[config.mk]
export PLATFORM = sky130hd
export DESIGN_NAME = dsack_port_responder
export DESIGN_NICKNAME = d
export VERILOG_FILES = /design/src/rtl/dsack_port_responder.sv
export SDC_FILE = /design/constraint.sdc
export NUM_CORES = 1
export LEC_CHECK = 0
export ABC_CLOCK_PERIOD_IN_PS = 2020
export CORE_ASPECT_RATIO = 0.75
export CORE_MARGIN = 8
export CORE_UTILIZATION = 37
export CTS_CLUSTER_SIZE = 40
export DETAILED_ROUTE_END_ITERATION = 8
export HOLD_SLACK_MARGIN = 0.02
export PLACE_DENSITY = 0.77
export REMOVE_ABC_BUFFERS = 1
export SLEW_MARGIN = 5
export SYNTH_ARGS = -nofsm -noshare
export SYNTH_HDL_FRONTEND = slang
export SYNTH_SLANG_ARGS = --single-unit
[constraint.sdc]
create_clock -name BCLK -period 2.02 [get_ports BCLK]
set_clock_uncertainty 0.15 [all_clocks]
set_input_delay 0.303 -clock BCLK [delete_from_list [all_inputs] [get_ports BCLK]]
set_output_delay 0.303 -clock BCLK [all_outputs]
set_load 0.01 [all_outputs]
[src/rtl/dsack_port_responder.sv]
// rtl/dsack_port_responder.sv - 68030 dynamic-sizing slave for a 16-bit on-card port, word-port DSACK termination
// Optional build macro DSACK_TIMEOUT_EN: bus error via nBERR when the device never acknowledges.
module dsack_port_responder #(
  parameter int WAIT_STATES    = 2,
  parameter int TIMEOUT_CYCLES = 255
) (
  input  logic        BCLK,
  input  logic        nRESET,
  input  logic        nAS,
  input  logic        nDS,
  input  logic        nCS,
  input  logic        RnW,
  input  logic [1:0]  SIZ,
  input  logic [1:0]  A,
  input  logic [31:0] DB_IN,
  output logic [31:0] DB_OUT,
  output logic        DB_OE,
  output logic [1:0]  DSACK,
  output logic        nBERR,
  output logic        DEV_STB,
  output logic        DEV_WE,
  output logic [1:0]  DEV_BE,
  output logic        DEV_A1,
  output logic [15:0] DEV_WDATA,
  input  logic [15:0] DEV_RDATA,
  input  logic        DEV_ACK
);

  localparam logic [2:0] ST_IDLE    = 3'd0;
  localparam logic [2:0] ST_WAIT    = 3'd1;
  localparam logic [2:0] ST_ACCESS  = 3'd2;
  localparam logic [2:0] ST_TERM    = 3'd3;
  localparam logic [2:0] ST_RELEASE = 3'd4;

  localparam logic [3:0] WAIT_LOAD  = 4'(WAIT_STATES);

  logic [2:0]  state_q, state_d;
  logic [3:0]  wait_cnt_q, wait_cnt_d;
  logic        nas_q, nas_d;
  logic        nds_q, nds_d;
  logic        ncs_q, ncs_d;
  logic        rnw_q, rnw_d;
  logic [1:0]  siz_q, siz_d;
  logic        a0_q, a0_d;
  logic [1:0]  dsack_q, dsack_d;
  logic        db_oe_q, db_oe_d;
  logic [15:0] db_out_q, db_out_d;
  logic        dev_stb_q, dev_stb_d;
  logic        dev_we_q, dev_we_d;
  logic [1:0]  dev_be_q, dev_be_d;
  logic        dev_a1_q, dev_a1_d;
  logic [15:0] dev_wdata_q, dev_wdata_d;
  logic [1:0]  be_sel;
  logic        unused_bits;

`ifdef DSACK_TIMEOUT_EN
  localparam logic [7:0] TO_LAST = 8'(TIMEOUT_CYCLES - 1);
  logic [7:0]  to_cnt_q, to_cnt_d;
  logic        nberr_q, nberr_d;
  assign nBERR       = nberr_q;
  assign unused_bits = ^DB_IN[15:0];
`else
  assign nBERR       = 1'b1;
  assign unused_bits = ^{DB_IN[15:0], 8'(TIMEOUT_CYCLES)};
`endif

  // Byte lanes on the D31:16 port: a single byte picks its lane from A0,
  // wider sizes cover both lanes unless they start on the odd byte.
  always_comb begin
    be_sel = 2'b11;
    if (siz_q == 2'b01) begin
      be_sel = a0_q ? 2'b01 : 2'b10;
    end else begin
      be_sel = a0_q ? 2'b01 : 2'b11;
    end
  end

  always_comb begin
    nas_d       = nAS;
    nds_d       = nDS;
    ncs_d       = nCS;
    state_d     = state_q;
    wait_cnt_d  = wait_cnt_q;
    rnw_d       = rnw_q;
    siz_d       = siz_q;
    a0_d        = a0_q;
    dsack_d     = dsack_q;
    db_oe_d     = db_oe_q;
    db_out_d    = db_out_q;
    dev_stb_d   = dev_stb_q;
    dev_we_d    = dev_we_q;
    dev_be_d    = dev_be_q;
    dev_a1_d    = dev_a1_q;
    dev_wdata_d = dev_wdata_q;
`ifdef DSACK_TIMEOUT_EN
    to_cnt_d    = to_cnt_q;
    nberr_d     = nberr_q;
`endif

    case (state_q)
      ST_IDLE: begin
        // nCS is only qualified here; later changes within the cycle do not matter.
        if (!nas_q && !ncs_q) begin
          rnw_d      = RnW;
          siz_d      = SIZ;
          a0_d       = A[0];
          dev_a1_d   = A[1];
          wait_cnt_d = WAIT_LOAD;
          state_d    = ST_WAIT;
        end
      end

      ST_WAIT: begin
        if (nas_q) begin
          dev_stb_d = 1'b0;
          dev_we_d  = 1'b0;
          dev_be_d  = 2'b00;
          state_d   = ST_RELEASE;
        end else if (wait_cnt_q != 4'd0) begin
          wait_cnt_d = wait_cnt_q - 4'd1;
        end else if (rnw_q || !nds_q) begin
          dev_stb_d   = 1'b1;
          dev_we_d    = ~rnw_q;
          dev_wdata_d = DB_IN[31:16];
          dev_be_d    = be_sel;
`ifdef DSACK_TIMEOUT_EN
          to_cnt_d    = 8'd0;
`endif
          state_d     = ST_ACCESS;
        end
      end

      ST_ACCESS: begin
        if (nas_q) begin
          dev_stb_d = 1'b0;
          dev_we_d  = 1'b0;
          dev_be_d  = 2'b00;
          state_d   = ST_RELEASE;
        end else if (DEV_ACK) begin
          dev_stb_d = 1'b0;
          dev_we_d  = 1'b0;
          db_out_d  = DEV_RDATA;
          dsack_d   = 2'b01;
          db_oe_d   = rnw_q;
          state_d   = ST_TERM;
        end
`ifdef DSACK_TIMEOUT_EN
        else if (to_cnt_q == TO_LAST) begin
          dev_stb_d = 1'b0;
          dev_we_d  = 1'b0;
          nberr_d   = 1'b0;
          state_d   = ST_TERM;
        end else begin
          to_cnt_d = to_cnt_q + 8'd1;
        end
`endif
      end

      ST_TERM: begin
        if (nas_q) begin
          dsack_d  = 2'b11;
          db_oe_d  = 1'b0;
          dev_be_d = 2'b00;
`ifdef DSACK_TIMEOUT_EN
          nberr_d  = 1'b1;
`endif
          state_d  = ST_RELEASE;
        end
      end

      // One guaranteed idle cycle so a stale nas_q cannot start a new cycle.
      ST_RELEASE: begin
        state_d = ST_IDLE;
      end

      default: begin
        state_d = ST_IDLE;
      end
    endcase
  end

  always_ff @(posedge BCLK or negedge nRESET) begin
    if (!nRESET) begin
      state_q     <= ST_IDLE;
      wait_cnt_q  <= 4'd0;
      nas_q       <= 1'b1;
      nds_q       <= 1'b1;
      ncs_q       <= 1'b1;
      rnw_q       <= 1'b1;
      siz_q       <= 2'b00;
      a0_q        <= 1'b0;
      dsack_q     <= 2'b11;
      db_oe_q     <= 1'b0;
      db_out_q    <= 16'h0000;
      dev_stb_q   <= 1'b0;
      dev_we_q    <= 1'b0;
      dev_be_q    <= 2'b00;
      dev_a1_q    <= 1'b0;
      dev_wdata_q <= 16'h0000;
`ifdef DSACK_TIMEOUT_EN
      to_cnt_q    <= 8'd0;
      nberr_q     <= 1'b1;
`endif
    end else begin
      state_q     <= state_d;
      wait_cnt_q  <= wait_cnt_d;
      nas_q       <= nas_d;
      nds_q       <= nds_d;
      ncs_q       <= ncs_d;
      rnw_q       <= rnw_d;
      siz_q       <= siz_d;
      a0_q        <= a0_d;
      dsack_q     <= dsack_d;
      db_oe_q     <= db_oe_d;
      db_out_q    <= db_out_d;
      dev_stb_q   <= dev_stb_d;
      dev_we_q    <= dev_we_d;
      dev_be_q    <= dev_be_d;
      dev_a1_q    <= dev_a1_d;
      dev_wdata_q <= dev_wdata_d;
`ifdef DSACK_TIMEOUT_EN
      to_cnt_q    <= to_cnt_d;
      nberr_q     <= nberr_d;
`endif
    end
  end

  assign DSACK     = dsack_q;
  assign DB_OE     = db_oe_q;
  assign DB_OUT    = {db_out_q, 16'h0000};
  assign DEV_STB   = dev_stb_q;
  assign DEV_WE    = dev_we_q;
  assign DEV_BE    = dev_be_q;
  assign DEV_A1    = dev_a1_q;
  assign DEV_WDATA = dev_wdata_q;

endmodule

After elaboration in Yosys (flattened, before gate mapping)
Index checks and enable logic that the tools add are counted.
Operators by class
  bitwise gates (word level): 3
  reduce and logical (&&, ||, !) cells: 20
  multiplexer cells: 38
  $add $sub $neg: 1
  equality and inequality tests: 14
Operators by type and width (count)
  3-bit two-way mux: 7
  2-bit two-way mux: 10
  4-bit AND reduction: 5
  4-bit two-way mux: 3
  2-bit inequality test, second input constant: 6
  3-bit case mux with 4 select lines: 1
  1-bit two-way mux: 11
  3-bit inequality test, second input constant: 3
  2-bit case mux with 2 select lines: 2
  4-bit case mux with 2 select lines: 1
  2-bit nonzero test: 4
  3-bit by 2-bit equality test with 1-bit output, second input constant: 2
  1-bit case mux with 2 select lines: 3
  5-bit AND reduction: 1
  4-bit nonzero test: 1
  4-bit by 1-bit subtractor with 4-bit output, second input constant: 1
  3-bit by 1-bit equality test with 1-bit output, second input constant: 1
  1-bit logical NOT: 3
  3-bit logical NOT: 1
  1-bit inverter: 3
  3-bit AND reduction: 1
  2-bit by 1-bit equality test with 1-bit output, second input constant: 1
  2-bit by 1-bit inequality test with 1-bit output, second input constant: 1
  2-bit AND reduction: 1
  other kinds (3): 3
Word-level totals
  word-level logic and storage cells: 92
  bits of input ports: 59
  bits in registers: 54

Logic depth before layout (Yosys ltp)
Gate-level depths: netlist of run 1.
  depth after elaboration: 6
  depth in mapped cells: 6
  gate-level depth less buffers: 5

Least setup slack after synthesis of run 1
No wires, ideal clock.
  kind: reg-to-reg
  from: register wait_cnt_q[0]
  to: register dev_wdata_q[10], in the netlist DEV_WDATA[10]
  data required time: 1745 ps
  cell stages (with the launch flop): 7
  library setup time: 125 ps
  path slack: 98 ps
  arrival time: 1647 ps
  cell sequence: dfrtp_1 > inv_1 > ha_1 > nor3b_1 > nand4_1 > clkbuf_1 > mux2_2
Between the ends
  word-level cells in the longest chain between the ends: 3
RTL lines
  start: declaration: RTL line 38  | logic [3:0] wait_cnt_q, wait_cnt_d;
  start signal: assignment: RTL line 206  | wait_cnt_q <= wait_cnt_d;
  4-bit nonzero test: RTL line 119  | end else if (wait_cnt_q != 4'd0) begin
  1-bit inverter (no source line)
  4-bit AND reduction (no source line)
  end signal: assignment: RTL line 220  | dev_wdata_q <= dev_wdata_d;
  end: declaration: RTL line 52  | logic [15:0] dev_wdata_q, dev_wdata_d;
No other way between the ends.
A chain may end at the register's enable or synchronous reset.

Worst setup path in the final report of run 1
  from: register wait_cnt_q[0]
  to: register dev_we_q, in the netlist DEV_WE
Between the ends
  word-level cells in the longest chain between the ends: 3
RTL lines
  4-bit nonzero test: RTL line 119
  3-bit inequality test (no source line)
  4-bit AND reduction (no source line)
  end signal: assignment: RTL line 217  | dev_we_q <= dev_we_d;
  end: declaration: RTL line 49  | logic dev_we_q, dev_we_d;
No other way between the ends.

==> results of run 1 <==
==> worst max-delay path, stage by stage, from the launching register on <==
cell and delay [ns]:
sky130_fd_sc_hd__dfrtp_1 0.42, sky130_fd_sc_hd__inv_1 0.07, sky130_fd_sc_hd__ha_1 0.19, sky130_fd_sc_hd__or3b_2 0.51
sky130_fd_sc_hd__a31oi_1 0.27, sky130_fd_sc_hd__o221ai_1 0.16
==> stage by stage <==
| step | worst slack, ns | area (µm²) | power, W | TNS, ns | util, % |
|---|---|---|---|---|---|
| 6_report | 0.124 | 3410 | 0.00447 | 0 | 54.2 |
| 3_5_place_dp | 0.142 | 3280 | 0.00380 | 0 | 52.2 |
| 3_3_place_gp | 0.147 | 3280 | 0.00373 | 0 | 52.2 |
| 5_1_grt | 0.0242 | 3410 | 0.00477 | 0 | 54.2 |
| 2_1_floorplan | -0.365 | 2270 | 0.00268 | -6.48 | - |
| 4_1_cts | 0.126 | 3410 | 0.00454 | 0 | 54.2 |
==> layout make-up <==
cell class                      count  area, µm²  share of cell area, %
Tap cell                           81        101                   2.97
Sequential cell                    53       1330                   39.1
Clock buffer                        7       86.3                   2.53
Inverter                            8       30.0                  0.881
Timing Repair Buffer               93        923                   27.1
Clock inverter                      1       30.0                  0.881
Multi-Input combinational cell    115        905                   26.5
==> Yosys cell counts (3+ instances only) <==
| cell | n |
|---|---|
| sky130_fd_sc_hd__nor2_1 | 4 |
| sky130_fd_sc_hd__nor2b_1 | 4 |
| sky130_fd_sc_hd__nand2_1 | 3 |
| sky130_fd_sc_hd__nand2b_1 | 3 |
| sky130_fd_sc_hd__buf_4 | 18 |
| sky130_fd_sc_hd__dfstp_2 | 5 |
| sky130_fd_sc_hd__nor3_1 | 3 |
| sky130_fd_sc_hd__mux2_4 | 5 |
| sky130_fd_sc_hd__dfrtp_1 | 48 |
| sky130_fd_sc_hd__a31oi_1 | 5 |
| sky130_fd_sc_hd__mux2_2 | 32 |
| sky130_fd_sc_hd__o221ai_1 | 4 |
| sky130_fd_sc_hd__clkbuf_1 | 5 |
| sky130_fd_sc_hd__o21ai_0 | 7 |
| sky130_fd_sc_hd__inv_1 | 8 |
| sky130_fd_sc_hd__nor3b_1 | 5 |
==> kinds of logic after synthesis <==
logic type | after synthesis | synth area share, %
DFF | 53 | 55.7
adders and majority gates | 1 | 0.523
other | 2 | 0.314
muxes | 37 | 18.2
buffers and inverters | 35 | 9.04
AOI/OAI and AO/OA | 27 | 8.05
and+or+nand+nor | 32 | 8.21
==> timing repair <==
action | in CTS | in global routing
setup endpoints to repair | 0 | 0
setup buffers | 0 | 0
hold endpoints to repair | 14 | 0
hold buffers | 1 | 0
==> state kept, by name, indices dropped and copies added (netlist names), 2 cells and up <==
name / count
DEV_WDATA: 16
db_out_q: 16
DEV_BE: 2
siz_q: 2
wait_cnt_q: 4
state_q: 3
==> worst paths after layout <==
| check | end | slack, ns | start | cells after the start |
|---|---|---|---|---|
| min in group asynchronous | siz_q[1]$_DFFE_PN0P_ | 0.31 | nRESET | 2 |
| max | DEV_WE$_DFFE_PN0P_ | 0.12 | wait_cnt_q[0]$_DFFE_PN0P_ | 5 |
| max in group asynchronous | DEV_WDATA[8]$_DFFE_PN0P_ | 0.86 | nRESET | 3 |
| min reg2reg | db_out_q[6]$_DFFE_PN0P_ | 0.36 | db_out_q[6]$_DFFE_PN0P_ | 1 |
| min | nds_q$_DFF_PN1_ | 0.26 | nDS | 1 |
| max reg2reg | DEV_WE$_DFFE_PN0P_ | 0.12 | wait_cnt_q[0]$_DFFE_PN0P_ | 5 |
==> layer usage <==
metal / wire (µm) / GRT usage [%] / up-vias / part of all wire, %
li1: - / - / 803 / -
met1: 2180 / 13.9 / 828 / 40
met2: 2390 / 17.9 / 86 / 44
met3: 807 / 6.29 / 4 / 15
met4: 24 / 2.60 / 0 / 0.44
met5: 0 / 0 / - / 0
==> power breakdown <==
group	leakage [nW]	switching [W]	total, W	internal, W
clock	0.0585	0.000318	0.000722	0.000404
sequential	0.655	0.000288	0.00182	0.00153
combinational	0.771	0.000730	0.00193	0.00120
==> results.md, run 1 <==
- STA puts the critical path data arrival time at 1.91 ns.
- The number of placed instances, taps included is 349.
- After synthesis, the netlist uses 38 different library cells.
- After clock tree synthesis, the clock-pin slew on the worst setup and hold paths is 0.09 ns.
- The floorplan has 25 rows.
- STA classifies the critical path startpoint as a flop.
- Of all flip-flops after synthesis, the portion carrying an async set or reset was 100%.
- By area the synthesized netlist is led by sky130_fd_sc_hd__dfrtp_1 (50%), sky130_fd_sc_hd__mux2_2 (15%), sky130_fd_sc_hd__buf_4 (5.6%).
- The die width is 109 µm.
- The clock tree from TritonCTS is built.
- Leaving out fill and tap cells, the most frequent cell in the layout is sky130_fd_sc_hd__clkdlybuf4s50_1.
- The pin count of the biggest net entering global routing is 24.
- The final critical-path share of the clock period is 93.9%.
- For this run, the total global-route usage over all layers was measured as 11.6%.
- The routability-driven placement congestion ratio is 0.800.
- The number of global-route vias before repair came to 1814.
- The floorplan step set the die height to 85.7 µm.
- Setup repair after global routing left no endpoint under its margin.
- For this run, the leading register cell type out of synthesis is sky130_fd_sc_hd__dfrtp_1.
- The count of cells in the finished layout, fillers not included, comes to 358.
- The number of routed nets with antenna violations is 0.
- The number of antenna violations at the first check in global routing is 0.
- The routed design could run at a clock period as short as 1.90 ns.
- After detailed routing, the total wire length is 5.40 mm.
- The synthesized design spends more area on one cell type than any other, namely sky130_fd_sc_hd__dfrtp_1.
- Across the VDD grid, the largest voltage drop is 0.000607 V.
- The number of placed I/O pins is 116.
- The smallest hold slack is 0.261 ns.
- The CTS buffer count is 5.
- The classification of the worst setup path is flop to flop.
- The area share of the largest cell type after synthesis is 50.2%.
- The number of clock sinks is 53.
- The count of vias placed by the detailed router is 1721.
- The area growth from synthesis to layout is 42.4%.
- The total congestion overflow after global routing is 0.
- The number of gates resized after CTS was 0.
- The root buffer cell chosen for the clock tree is sky130_fd_sc_hd__clkbuf_8.
- The count of buffers added on input and output ports is 81.
- The highest net fanout along the worst path is 5.
- The clock passes through at most 2 buffers.
- The post-synthesis instance area is 2390 µm².
- The final hold violation count is 0.
- The total number of yosys warnings is 0.
- The count of endpoints failing setup in the final report is 0.
- Yosys mapped a number of flops with a built-in enable equal to 0.
- The wire length of the first global-routing pass is 8.71 mm.
- The sort of element at the end of the critical path is a flop.
- Summed over all nets, the half-perimeter wirelength after detailed placement is 4.27 mm.
- The fraction of final layout cells sized beyond drive strength 1 is 23.1%.
- The mean cell area of the mapped netlist is 12.8 µm².
- Counting the fill cells in the layout gives 568.
- The final count of pins violating max slew is 0.
- The floorplan step defined a die boundary enclosing 9330 µm².
- After detailed routing, the number of remaining DRC violations is 0.
- The register area share after synthesis is 55.7%.
- In this run, synthesis produced a sequential element count of 53.
- The area of the core is 6290 µm².
- Max-cap violations in this run came to 0.
- The first routing iteration left 120 violations.
- In this run the worst hold path is classified as input port to flop.
- The net count of the finished layout is 336.
- The number of search-and-repair iterations in the first detailed-routing pass is 4.
- Based on the critical path, the design can be clocked at up to 527 MHz.
- The deepest level of the CTS H-tree is 2.
- The initial core utilization is 38.1%.
- The per-cell routed wire length is 15.1 µm.
- The library cells used most frequently in the layout, excluding fill and tap cells, are sky130_fd_sc_hd__clkdlybuf4s50_1 (80), sky130_fd_sc_hd__dfrtp_1 (48), sky130_fd_sc_hd__mux2_2 (32), sky130_fd_sc_hd__conb_1 (18), sky130_fd_sc_hd__buf_4 (9).
- The number of antenna diodes in the final layout is 0.
- The leakage power is 1.48 nW.
- In this run the power density over the cells is 1310 nW/µm².
- The clock latency of the later-clocked register in the worst-skew pair is 0.29 ns.
- The critical path data required time is 2.03 ns.
- The detail-routed via count per cell is 4.81.
- The gate count after technology mapping is 187.
- The flow ran to the end, and the final reports show no timing, DRC or antenna violations.
No activity file was read; power rests on OpenSTA's default activity.
==> inputs of run 2 (changes only) <==
--- a/config.mk
+++ b/config.mk
@@ -18,3 +18,4 @@
 export SYNTH_ARGS = -nofsm -noshare
 export SYNTH_HDL_FRONTEND = slang
 export SYNTH_SLANG_ARGS = --single-unit
+export TNS_END_PERCENT = 1
==> results of run 2 <==
Final layout, timing and power as in run 1 (identical DEF).
==> inputs of run 3 (changes only) <==
--- a/config.mk
+++ b/config.mk
@@ -13,6 +13,7 @@
 export DETAILED_ROUTE_END_ITERATION = 8
 export HOLD_SLACK_MARGIN = 0.02
 export PLACE_DENSITY = 0.77
+export RECOVER_POWER = 25
 export REMOVE_ABC_BUFFERS = 1
 export SLEW_MARGIN = 5
 export SYNTH_ARGS = -nofsm -noshare
==> run 3 against run 2 <==
Compared with the run above:
- core utilization about the same
- maximum frequency about the same
- critical path depth unchanged
- worst setup slack improved by 0.0014 ns
- count of clock-buffer cells in the layout unchanged
- combinational power about the same
- non-clock buffer count unchanged
- total power about the same
- register-to-register slack about the same
- clock power about the same
- wire length about the same
- final area about the same
- largest cell class unchanged
- largest power group unchanged
- highest routed layer unchanged
==> results.md, run 3 (synthesized netlist as in run 1, its figures left out) <==
- Outcome: complete, no violations (unchanged).
- The maximum resistive drop on vdd is 0.000607 V (about the same).
- The critical-path cell with the highest stage delay is sky130_fd_sc_hd__or3b_2 (unchanged).
- The leading cell type in the layout, fill and taps excluded is sky130_fd_sc_hd__clkdlybuf4s50_1 (unchanged).
- The slew of the pin with the lowest slew margin is 0.960 ns.
- The max-cap violation count is 0 (unchanged).
- The clock period minus final worst setup slack is 1.89 ns (was 1.90 ns).
- The number of placed I/O pins is 116 (unchanged).
- The total negative setup slack is 0 ns (unchanged).
- The number of antenna violations at the first check in global routing is 0 (unchanged).
- The number of search-and-repair iterations in the first detailed-routing pass is 4 (unchanged).
- The proportion of total power due to net switching was 29.9% (about the same).
- The iteration-0 DRC count of the detailed router is 120 (unchanged).
- The final worst-path setup slack is 0.125 ns (was 0.124 ns).
- The utilization of the core after routing is 54.2% (about the same).
- The CTS buffer count is 5 (unchanged).
- The worst slack at placement is 0.142 ns (unchanged).
- The number of I/O port buffers was 81 (unchanged).
- The arrival time reported for the critical path endpoint is 1.91 ns (about the same).
- The total congestion overflow after global routing is 0 (unchanged).
- The number of routed nets with antenna violations is 0 (unchanged).
- The number of cell rows is 25 (unchanged).
- The floorplan die area came to 9330 µm² (unchanged).
- The number of clock sinks is 53 (unchanged).
- The final hold violation count is 0 (unchanged).
- The cell family with the largest share of critical-path delay is simple AND/OR/NAND/NOR gates (unchanged).
- The number of buffers added for setup after CTS came to 0 (unchanged).
- The wire length of the first global-routing pass is 8.71 mm (unchanged).
- CP Cell Sequence: inv_1 > ha_1 > or3b_2 > a31oi_1 > o221ai_1 (unchanged).
- Highest-count cells in the layout ignoring fill and taps: sky130_fd_sc_hd__clkdlybuf4s50_1 (77), sky130_fd_sc_hd__dfrtp_1 (48), sky130_fd_sc_hd__mux2_2 (32), sky130_fd_sc_hd__conb_1 (18), sky130_fd_sc_hd__buf_4 (9) (was sky130_fd_sc_hd__clkdlybuf4s50_1 (80), sky130_fd_sc_hd__dfrtp_1 (48), sky130_fd_sc_hd__mux2_2 (32), sky130_fd_sc_hd__conb_1 (18), sky130_fd_sc_hd__buf_4 (9)).
- The number of non-filler instances in the completed layout is 358 (unchanged).
- The critical path buffer and inverter count came to 1 (unchanged).
- The sequential share of power was 40.7% (about the same).
- The pin count of the biggest net entering global routing was 24 (unchanged).
- The number of global-route vias before repair was 1814 (unchanged).
- The per-cell routed wire length is 15.1 µm (about the same).
- The internal power summed over all cells is 0.00314 W (about the same).
- The clock edge transition at the registers on the reported setup and hold paths came to 0.09 ns (about the same).
- The buffer type at the clock tree root is sky130_fd_sc_hd__clkbuf_8 (unchanged).
- The final count of pins violating max slew is 0 (unchanged).
- The fraction of final layout cells sized beyond drive strength 1 is 22.7% (was 23.1%).
- The chip height came to 85.7 µm (unchanged).
- The overall routing resource usage is 11.6% (unchanged).
- The total power per unit cell area is 1310 nW/µm² (about the same).
- The critical path data required time is 2.03 ns (about the same).
- The detail-routed via count per cell is 4.81 (unchanged).
- The switching component of the power came to 0.00134 W (about the same).
- The final critical-path share of the clock period came to 93.8% (was 93.9%).
- The area of the core is 6290 µm² (unchanged).
- The antenna diode count is 0 (unchanged).
- The die width is 109 µm (unchanged).
- The deepest level of the CTS H-tree was 2 (unchanged).
- The worst min-delay path category is flop to flop (was input port to flop).
- Setup repair after global routing missed its margin: false (unchanged).
- The initial core utilization is 38.1% (unchanged).
- The count of vias placed by the detailed router is 1721 (unchanged).
- Headroom to the max-slew limit came out at 36.0%.
- The DRC violation count after routing came to 0 (unchanged).
- The number of nets at the end of the flow is 336 (unchanged).
- The sort of element at the end of the critical path is a flop (unchanged).
- The fill cell total of the finished layout is 568 (unchanged).
- The combinational group share of total power is 43.1% (was 43.2%).
- The routability-driven placement congestion ratio was 0.800 (unchanged).
- The critical path's largest stage delay came to 0.51 ns (about the same).
- The count of endpoints failing setup in the final report came to 0 (unchanged).
- The highest achievable clock rate is 528 MHz (was 527 MHz).
- The maximum buffer depth of the clock tree is 2 (unchanged).
- The part of the power in the clock network was 16.1% (about the same).
- The leakage power was 1.48 nW (about the same).
- The classification of the worst setup path was flop to flop (unchanged).
- The smallest hold slack was 0.357 ns (was 0.261 ns).
- The area growth from synthesis to final layout is 42.3% (was 42.4%).
- The number of placed instances, taps included is 349 (unchanged).
- The sum of net half-perimeters after detailed placement came to 4.27 mm (unchanged).
- The critical path launch point type is a flop (unchanged).
- The clock latency of the later-clocked register in the worst-skew pair was 0.29 ns (about the same).
- The wire length after detailed routing is 5.40 mm (about the same).
- The clock tree from TritonCTS is built (unchanged).
- The highest net fanout along the worst path is 5 (unchanged).
## run 3: repair_timing
| item | CTS | global route |
|---|---|---|
| gates resized for setup | 0 | 0 |
| hold buffers | 1 | 0 |
| setup endpoints to repair | 0 | 0 |
| endpoints found under the hold margin | 14 | 0 |
## run 3: final timing paths
check / start / end / slack [ns] / depth (start not counted)
min: db_out_q[6]$_DFFE_PN0P_ / db_out_q[6]$_DFFE_PN0P_ / 0.36 / 1
max reg2reg: wait_cnt_q[0]$_DFFE_PN0P_ / DEV_WE$_DFFE_PN0P_ / 0.13 / 5
max: wait_cnt_q[0]$_DFFE_PN0P_ / DEV_WE$_DFFE_PN0P_ / 0.13 / 5
max in group asynchronous: nRESET / DEV_WDATA[8]$_DFFE_PN0P_ / 0.43 / 3
min reg2reg: db_out_q[6]$_DFFE_PN0P_ / db_out_q[6]$_DFFE_PN0P_ / 0.36 / 1
min in group asynchronous: nRESET / siz_q[1]$_DFFE_PN0P_ / 0.52 / 2
## run 3: area by class of cell
class,instances,area [µm²],area share (%)
flip-flops and latches,53,1330,39.1
repair buffers,93,922,27.1
multi-input cells,115,905,26.6
well taps,81,101,2.97
clock buffers,7,86.3,2.53
clock inverters,1,30.0,0.881
inverters,8,30.0,0.881
## run 3: metal layers
| layer | part of all wire [%] | track usage [%] | up-vias |
|---|---|---|---|
| met1 | 40 | 13.9 | 830 |
| li1 | - | - | 803 |
| met5 | 0 | 0 | - |
| met2 | 44 | 17.9 | 84 |
| met4 | 0.44 | 2.60 | 0 |
| met3 | 15 | 6.29 | 4 |
## run 3: power groups by stage
stage,sequential [W],combinational (W),clock [W]
floorplan,0.00200,0.000680,0
global placement,0.00181,0.00192,0
detailed placement,0.00185,0.00195,0
CTS,0.00182,0.00196,0.000754
global route,0.00189,0.00208,0.000803
finish,0.00182,0.00193,0.000722
## run 3: stage by stage
step                      power [W]  instance area [µm²]
after floorplan             0.00268                 2270
after global routing        0.00477                 3410
after CTS                   0.00454                 3410
after detailed placement    0.00380                 3280
after global placement      0.00373                 3280
final                       0.00447                 3410
